==> src/rtl/bcd_down_timer_if.sv <==
// Control/status bundle for bcd_down_timer: preset and run controls in, BCD count and status out.
// The controller drives through the master modport; the timer sees the slave view.
interface bcd_down_timer_if #(
   parameter int DIGITS = 2
);
   logic                  load;
   logic [4*DIGITS-1:0]   load_val;
   logic                  start;
   logic                  pause;
   logic                  tick;
   logic [4*DIGITS-1:0]   count;
   logic                  busy;
   logic                  done;
   logic                  zero;

   modport master (
      output load, load_val, start, pause, tick,
      input  count, busy, done, zero
   );

   modport slave (
      input  load, load_val, start, pause, tick,
      output count, busy, done, zero
   );
endinterface

==> src/rtl/bcd_down_timer.sv <==
// Preset BCD down-counter: one decrement per tick in RUN, registered done pulse on reaching zero.
// Count and done are registered; no backpressure, load and pause act on the next clk edge.
module bcd_down_timer #(
   parameter int DIGITS = 2
) (
   input  logic            clk,
   input  logic            reset,
   bcd_down_timer_if.slave bus
);
   localparam int W = 4 * DIGITS;

   typedef enum logic [1:0] {ST_IDLE, ST_RUN, ST_HOLD, ST_DONE} state_t;

   state_t         state_q, state_nxt;
   logic [W-1:0]   count_q, count_nxt;
   logic           done_q;

   // Out-of-range digits clamp to 9 independently of their neighbours.
   function automatic logic [W-1:0] bcd_sanitize(input logic [W-1:0] v);
      logic [W-1:0] r;
      r = v;
      for (int i = 0; i < DIGITS; i++) begin
         if (v[4*i +: 4] > 4'd9) r[4*i +: 4] = 4'd9;
      end
      return r;
   endfunction

   // Full borrow chain resolved combinationally, e.g. 100 -> 099 in one cycle.
   function automatic logic [W-1:0] bcd_dec(input logic [W-1:0] v);
      logic [W-1:0] r;
      logic         borrow;
      r      = v;
      borrow = 1'b1;
      for (int i = 0; i < DIGITS; i++) begin
         if (borrow) begin
            if (v[4*i +: 4] == 4'd0) begin
               r[4*i +: 4] = 4'd9;
            end else begin
               r[4*i +: 4] = v[4*i +: 4] - 4'd1;
               borrow      = 1'b0;
            end
         end
      end
      return r;
   endfunction

   always_ff @(posedge clk or negedge reset) begin
      if (!reset) begin
         state_q <= ST_IDLE;
         count_q <= '0;
         done_q  <= 1'b0;
      end else begin
         state_q <= state_nxt;
         count_q <= count_nxt;
         done_q  <= (state_nxt == ST_DONE);
      end
   end

   always_comb begin
      state_nxt = state_q;
      count_nxt = count_q;
      if (bus.load) begin
         count_nxt = bcd_sanitize(bus.load_val);
         state_nxt = ST_IDLE;
      end else begin
         case (state_q)
            ST_IDLE: begin
               if (bus.start) state_nxt = (count_q == '0) ? ST_DONE : ST_RUN;
            end
            ST_RUN: begin
               if (bus.pause) begin
                  state_nxt = ST_HOLD;
               end else if (bus.tick) begin
                  count_nxt = bcd_dec(count_q);
                  if (count_q == W'(1)) state_nxt = ST_DONE;
               end
            end
            ST_HOLD: begin
               if (!bus.pause) state_nxt = ST_RUN;
            end
            ST_DONE: begin
               state_nxt = ST_IDLE;
            end
            default: begin
               state_nxt = ST_IDLE;
            end
         endcase
      end
   end

   always_comb begin
      bus.count = count_q;
      bus.busy  = (state_q == ST_RUN) || (state_q == ST_HOLD);
      bus.done  = done_q;
      bus.zero  = (count_q == '0);
   end
endmodule

==> src/flat_wrapper.sv <==
// flat-port wrapper written by rule: the top's interface ports become plain ports
module bcd_down_timer_flat 
#(
   parameter int DIGITS = 2
)
  (clk, reset, bus_load, bus_load_val, bus_start, bus_pause, bus_tick, bus_count, bus_busy, bus_done, bus_zero);
  bcd_down_timer_if #(.DIGITS(DIGITS)) bus_i ();
  input  logic clk;
  input  logic reset;
  input wire logic [$bits(bus_i.load)-1:0] bus_load;
  input wire logic [$bits(bus_i.load_val)-1:0] bus_load_val;
  input wire logic [$bits(bus_i.start)-1:0] bus_start;
  input wire logic [$bits(bus_i.pause)-1:0] bus_pause;
  input wire logic [$bits(bus_i.tick)-1:0] bus_tick;
  output wire logic [$bits(bus_i.count)-1:0] bus_count;
  output wire logic [$bits(bus_i.busy)-1:0] bus_busy;
  output wire logic [$bits(bus_i.done)-1:0] bus_done;
  output wire logic [$bits(bus_i.zero)-1:0] bus_zero;
  assign bus_i.load = bus_load;
  assign bus_i.load_val = bus_load_val;
  assign bus_i.start = bus_start;
  assign bus_i.pause = bus_pause;
  assign bus_i.tick = bus_tick;
  assign bus_count = bus_i.count;
  assign bus_busy = bus_i.busy;
  assign bus_done = bus_i.done;
  assign bus_zero = bus_i.zero;
  bcd_down_timer #(.DIGITS(DIGITS)) u_core (.clk(clk), .reset(reset), .bus(bus_i));
endmodule
==> config.mk <==
export PLATFORM = sky130hd
export DESIGN_NAME = bcd_down_timer_flat
export DESIGN_NICKNAME = d
export VERILOG_FILES = /design/src/rtl/bcd_down_timer_if.sv /design/src/rtl/bcd_down_timer.sv /design/src/flat_wrapper.sv
export SDC_FILE = /design/constraint.sdc
export NUM_CORES = 1
export LEC_CHECK = 0
export CORE_MARGIN = 8
export CORE_UTILIZATION = 45
export CTS_CLUSTER_DIAMETER = 200
export DETAILED_ROUTE_END_ITERATION = 7
export PLACE_DENSITY = 0.77
export SLEW_MARGIN = 20
export SYNTH_ARGS = -nofsm -noshare
export SYNTH_HDL_FRONTEND = slang
export SYNTH_SLANG_ARGS = --single-unit
==> constraint.sdc <==
create_clock -name clk -period 3.4 [get_ports clk]
set_input_delay 0.68 -clock clk [delete_from_list [all_inputs] [get_ports clk]]
set_output_delay 0.68 -clock clk [all_outputs]
set_load 0.005 [all_outputs]
==> results <==
- The flow ran to the end, and the final reports show no timing, DRC or antenna violations.
- The number of failing hold endpoints at the final stage came to 0.
- The setup check on the worst reg-to-reg path leaves a slack of ~1600 ps.
- Setup repair after global routing left no endpoint under its margin.
- The floorplan die area is around 3200 sq um.
- The final worst-path cycle share is 76.5%.
- In this run, post-CTS repair resized a total of 0 instances.
- The slew of the pin with the lowest slew margin is between 600 and 700 ps.
- In this run the tightest slew margin relative to its limit is roughly three fifths.
- The total of warnings raised by yosys is 0.
- STA puts the critical path data arrival time at approximately 1900 ps.
- Cells fill between 60% and 70% of the core in the end.
- The number of synthesized flops with an enable pin is 0.
- The total negative slack for setup checks is 0 ps.
- The worst reg-to-reg path cell count is 6.
- The net count after synthesis is 99.
- The clock latency on the worst-skew pair is approximately 260 ps.
- The critical path goes through or4_4 -> nor3_1 -> clkdlybuf4s50_1.
- STA classifies the critical path startpoint as a register.
- The clock slew at the register clock pins of the worst setup and hold paths is ~70 ps.
- Sorting the synthesized cells by how often they occur yields sky130_fd_sc_hd__dfrtp_1 (11), sky130_fd_sc_hd__nor2_1 (8), sky130_fd_sc_hd__a21oi_1 (7), sky130_fd_sc_hd__o21ai_0 (7), sky130_fd_sc_hd__nand2_1 (6).
- The per-instance average area after synthesis is 8.90 sq um.
- From left edge to right edge, the die measures about 56 um.
- The endpoint identified for the worst register-to-register timing path is u_core.bus.count[6].
- The flip-flop cell with the highest count after synthesis is sky130_fd_sc_hd__dfrtp_1.
- The antenna cell count is 0.
- Across the VDD grid, the largest voltage drop is 0.282 mV.
- After detailed routing, the number of remaining DRC violations is 0.
- Buffers added to address setup during post-CTS repair amount to 0.
- The multi-input combinational cells in the finished layout cover a total of ~440 sq um.
- In this run the remaining antenna-violating nets after routing total 0.
- The static leakage is about 0.38 nW.
- The critical path ends at bus_zero.
- The starting utilization of the core area is 48.4%.
- The worst stage delay on the critical path is approximately 570 ps.
- Derived from the worst setup path, the maximum achievable clock frequency is 384 MHz.
- Wires add up to about 1800 um.
- The routed layout has approximately 720 vias.
- The library cell with the largest summed area after synthesis is sky130_fd_sc_hd__dfrtp_1.
- The first global-routing pass estimated ~3300 um of wire.
- The via count of the first global-routing pass is 760.
- The combined global-route utilization of all metal layers is 12.2%.
- By area the synthesized netlist is led by sky130_fd_sc_hd__dfrtp_1 (38%), sky130_fd_sc_hd__ha_1 (5.1%), sky130_fd_sc_hd__nand3b_1 (5.1%).
- The largest fanout on the critical path is 6.
- The number of detailed-route iterations in the first pass is 4.
- The die span in y is 56.3 um.
- The area growth from synthesis to layout is 38.3%.
- The total count of max-transition violations in the final report came to 0.
- The share of the Yosys chip area taken by registers is about 38%.
- The power density over cell area is 387 nW/um^2.
- The startpoint identified for the worst register-to-register timing path is u_core.state_q[1].
- The area fraction of the dominant cell type after synthesis is a little under two fifths.
- The worst hold path belongs to the class reg2reg.
- Dividing the detail-routed via count by the number of cells gives 5.78.
- The CTS buffer count is 3.
- The storage element area is 275 sq um.
- Across the run, the number of max-cap violations was 0.
- The number of antenna violations at the first check in global routing came to 0.
- Setup violations remaining at the end of the flow were counted as 0.
- The overall overflow remaining after global route is 0.
- The critical path is of the reg2out type.
- The final HPWL from detailed placement is ~1400 um.
- After synthesis the cells add up to 729 sq um.
- For this block, the initial DRC count from the detailed router was 25.
- The detail-routed net length per standard cell is roughly 15 um.
- The worst setup path startpoint is u_core.bus.count[1].
- The endpoint class of the critical path is an output port.
- The number of levels in the clock H-tree is 1.
- Entering global routing, the biggest net connects 20 pins.
- STA puts the critical path data required time at 2720 ps.
- Counting every instance in the synthesized netlist gives a little over 80.
- The tree is rooted in a sky130_fd_sc_hd__clkbuf_4.
- After detailed placement, the total cell area comes to approximately 1000 sq um.
- The count of hold-fix buffers inserted at cts is 0.
- The number of nets in the layout is around 130.
- In this run the core area contains 14 standard-cell rows.
- The TritonCTS clock tree is built.
- The library cell with the highest instance count after synthesis is sky130_fd_sc_hd__dfrtp_1.
- The maximum clock path buffer count is 2.
- The finished cells cover 1010 sq um.
- The routability congestion estimate from global placement is just over 0.8.
- Buffers placed on the I/O ports in this run total 24.
- Between clock sinks in the finished design, the worst skew comes to between 2 and 3 ps.
- 25 I/O pins were placed.
- Synthesis inferred 11 register bits.
- The final period demand of the worst path is 2600 ps.
- The distinct cell type count of the synthesized netlist is 30.
- The slowest stage of the critical path belongs to the cell sky130_fd_sc_hd__or4_4.
- The total area inside the core boundary comes to 1510 sq um.
- Of the cells placed in the final design, the portion with a size suffix greater than 1 is 5.56%.
- The number of clock sinks seen by CTS is 11.
- Fill cells in the final layout number ~130.
- After synthesis, the share of flip-flops with an asynchronous set or reset is 100%.
area by class of cell:
type / instances / area share, %
Clock buffer: 4 / 2.61
Multi-Input combinational cell: 66 / 43.2
Sequential cell: 11 / 27.3
Tap cell: 16 / 1.99
Timing Repair Buffer: 24 / 23.8
Inverter: 3 / 1.12
cell families after synthesis:
group                    share of synthesized area (%)
AO/OA/AOI/OAI                                     24.0
XOR/XNOR                                          4.80
adder cells (fa/ha/maj)                           5.15
buffers and inverters                             2.57
flip-flops                                        37.7
AND/OR/NAND/NOR                                   25.7
state kept, by name, indices dropped and copies added, names as in the netlist:
signal	count
u_core.bus.count	8
u_core.state_q	2
u_core.bus.done	1
through the flow:
step	setup WS (ps)	power [mW]	hold slack, ps	std cells
final	798	0.391	606	124
after global routing	721	0.421	644	124
after CTS	781	0.395	610	124
after detailed placement	1070	0.304	591	120
after global placement	1060	0.301	584	120
after floorplan	1570	0.238	384	82
critical path, delay by kind of cell (launching register included):
family	cells	cell delay [ps]
buffers and inverters	1	530
and+or+nand+nor	2	710
DFF	1	430
report_power, final:
group	internal [mW]	total [mW]	switching [mW]	leakage (nW)
registers	0.145	0.166	0.0213	0.138
clock network	0.0452	0.0880	0.0428	0.0150
logic	0.0738	0.136	0.0625	0.231
layer usage:
metal	global-route usage, %	wire length, um	up-vias	part of all wire, %
met5	0	0	-	0
met1	14.5	775	340	43
met4	1.72	12	0	0.66
li1	-	-	354	-
met2	19.8	889	21	49
met3	5.62	138	2	7.6
worst min-delay path by stage:
stage               depth (start not counted)                  end           startpoint  slack, ps
finish                                      2  u_core.bus.count[5]  u_core.bus.count[5]        610
global route                                2  u_core.bus.count[5]  u_core.bus.count[5]        640
CTS                                         2  u_core.bus.count[5]  u_core.bus.count[5]        610
detailed placement                          2  u_core.bus.count[5]  u_core.bus.count[5]        590
global placement                            2  u_core.bus.count[5]  u_core.bus.count[5]        580
floorplan                                   0  u_core.bus.count[0]                reset        380
cells in the final DEF (no fill, tap or decap), drive strengths merged:
master,count
a21oi,7
o211ai,1
o41ai,1
ha,3
nand2b,2
and4bb,2
or3,2
a31oi,1
o311ai,1
a22oi,1
nand4bb,1
clkdlybuf4s50,24
xnor2,1
a211oi,2
nor2,8
a311oi,1
or4,1
xor2,3
inv,3
clkbuf,4
o21ai,10
nand3,2
nand3b,5
o21a,3
nand2,6
dfrtp,11
nor3,2
Power figures use the tool's default switching activity.
==> RTL change, RTL diff (config.mk and constraints unchanged) <==
`DIGITS` is set to 2 in 3 places; all go to 4.
--- a/src/rtl/bcd_down_timer_if.sv
+++ b/src/rtl/bcd_down_timer_if.sv
@@ -3,3 +3,3 @@
 interface bcd_down_timer_if #(
-   parameter int DIGITS = 2
+   parameter int DIGITS = 4
 );
--- a/src/rtl/bcd_down_timer.sv
+++ b/src/rtl/bcd_down_timer.sv
@@ -3,3 +3,3 @@
 module bcd_down_timer #(
-   parameter int DIGITS = 2
+   parameter int DIGITS = 4
 ) (
--- a/src/flat_wrapper.sv
+++ b/src/flat_wrapper.sv
@@ -3,3 +3,3 @@
 #(
-   parameter int DIGITS = 2
+   parameter int DIGITS = 4
 )
Interface: changed (resized bus_count and bus_load_val); port bits go from 25 to 41. The function was not compared with the original's and may differ.
==> RTL change against the unedited design <==
Routed wire length is 81% higher; fmax is 13% lower; combinational power is 120% higher; worst setup slack worse by 0.38 ns; count of clock-buffer cells in the layout stayed put; power is 82% higher; via count is 68% higher; design area is 70% higher; sequential cell count is 8 higher; area after synthesis is 73% higher; final cell count is 69% higher.
==> RTL change: results (changes against the unedited design) <==
metric,value,unit,change
met2 WL post-DR,1630,um,was 889 um
first-pass GRT wire length,5330,um,was 3280 um
post-synth top area share,37.7,%,about the same
R2R cell count,8,,was 6
WL final,3290,um,was 1820 um
Iter 0 DRT Violations,80,,was 25
Clock Latency Late Sink,0.30,ns,was 0.26 ns
P_int,0.460,mW,was 0.264 mW
Hold Crit Start,u_core.bus.count[12],,was u_core.bus.count[5]
worst slew pin tran,0.858,ns,was 0.609 ns
sequential share of power,41.5,%,was 42.6%
GRT Total Usage,14.7,%,was 12.2%
post-synthesis sequential area ratio,37.7,%,about the same
CP Data Arrival Time,2.30,ns,was 1.92 ns
LEAKAGE,0.656,nW,was 0.384 nW
combinational cell fraction of total power,41.8,%,was 34.9%
met3 GRT Util,5.49,%,was 5.62%
WL met1,1390,um,was 775 um
PortBufs,40,,was 24
Post-DP HPWL,2590,um,was 1420 um
maximum VDD drop,0.376,mV,was 0.282 mV
status,"complete, no violations",,unchanged
synth cell count leaders,"19 x dfrtp_1, 15 x nor2_1, 11 x nand2_1, 10 x o21ai_0, 8 x a21oi_1",,"was 11 x dfrtp_1, 8 x nor2_1, 7 x a21oi_1, 7 x o21ai_0, 6 x nand2_1"
met3 routed WL,245,um,was 138 um
clk_skew,0.00933,ns,was 0.00300 ns
routing usage on met1,18.2,%,was 14.5%
Fillers,252,,was 128
Final nets,205,,was 126
WHS Endpoint,u_core.bus.count[12],,was u_core.bus.count[5]
top post-synthesis cells by area,"dfrtp_1 38%, nor2_1 4.5%, o21ai_0 4.0%",,"was dfrtp_1 38%, ha_1 5.1%, nand3b_1 5.1%"
Worst R2R Setup Slack,1.35,ns,was 1.64 ns
delay of the slowest critical-path stage,0.49,ns,was 0.57 ns
placed instance area,0.00169,sq mm,was 982 sq um
vias in the first global route,1133,,was 760
vias per cell,5.72,,was 5.78
crit path max fanout,7,,was 6
Clock transition at path regs,0.11,ns,was 0.07 ns
share of post-route cells with drive strength above 1,6.70,%,was 5.56%
largest net degree at the start of global routing,20,,unchanged
post-synth cell types,45,,was 30
Reg-to-Reg End,u_core.bus.count[10],,was u_core.bus.count[6]
Final GP Congestion,0.847,,was 0.813
## RTL change: changes by cell type after synthesis, sizes merged, moves of 4 or more
cell	delta
o21ai	+5
nor2	+7
xnor2	+4
nand2	+5
dfrtp	+8
## RTL change: layout make-up
cell class / instances / share of cell area [%]
Clock buffer: 4 / 1.53
Inverter: 5 / 1.09
Multi-Input combinational cell: 109 / 43.3
Sequential cell: 19 / 27.7
Tap cell: 31 / 2.26
Timing Repair Buffer: 42 / 24.2
## RTL change: through the flow
| step | util, % | power (mW) | cells | hold WS [ns] | worst slack, ns |
|---|---|---|---|---|---|
| after global placement | 62.4 | 0.589 | 206 | 0.601 | 0.820 |
| after CTS | 63.4 | 0.715 | 210 | 0.632 | 0.419 |
| final | 63.4 | 0.711 | 210 | 0.625 | 0.415 |
| after detailed placement | 62.4 | 0.596 | 206 | 0.602 | 0.770 |
| after floorplan | - | 0.467 | 137 | 0.384 | 1.42 |
| after global routing | 63.4 | 0.767 | 210 | 0.675 | 0.320 |
## RTL change: cell families after synthesis
| family | after synthesis | synth area share, % |
|---|---|---|
| adder cells (fa/ha/maj) | 3 | 2.98 |
| flip-flops | 19 | 37.7 |
| buffers and inverters | 9 | 3.28 |
| XOR/XNOR | 8 | 5.56 |
| AO/OA/AOI/OAI | 43 | 23.0 |
| multiplexers | 1 | 0.794 |
| AND/OR/NAND/NOR | 54 | 26.6 |
## RTL change: worst max path at each step
stage	end	slack, ns	from
floorplan	bus_zero	1.42	u_core.bus.count[3]
global placement	bus_zero	0.82	u_core.bus.count[3]
detailed placement	bus_zero	0.77	u_core.bus.count[3]
CTS	bus_zero	0.42	u_core.bus.count[3]
global route	bus_zero	0.32	u_core.bus.count[3]
finish	bus_zero	0.42	u_core.bus.count[3]
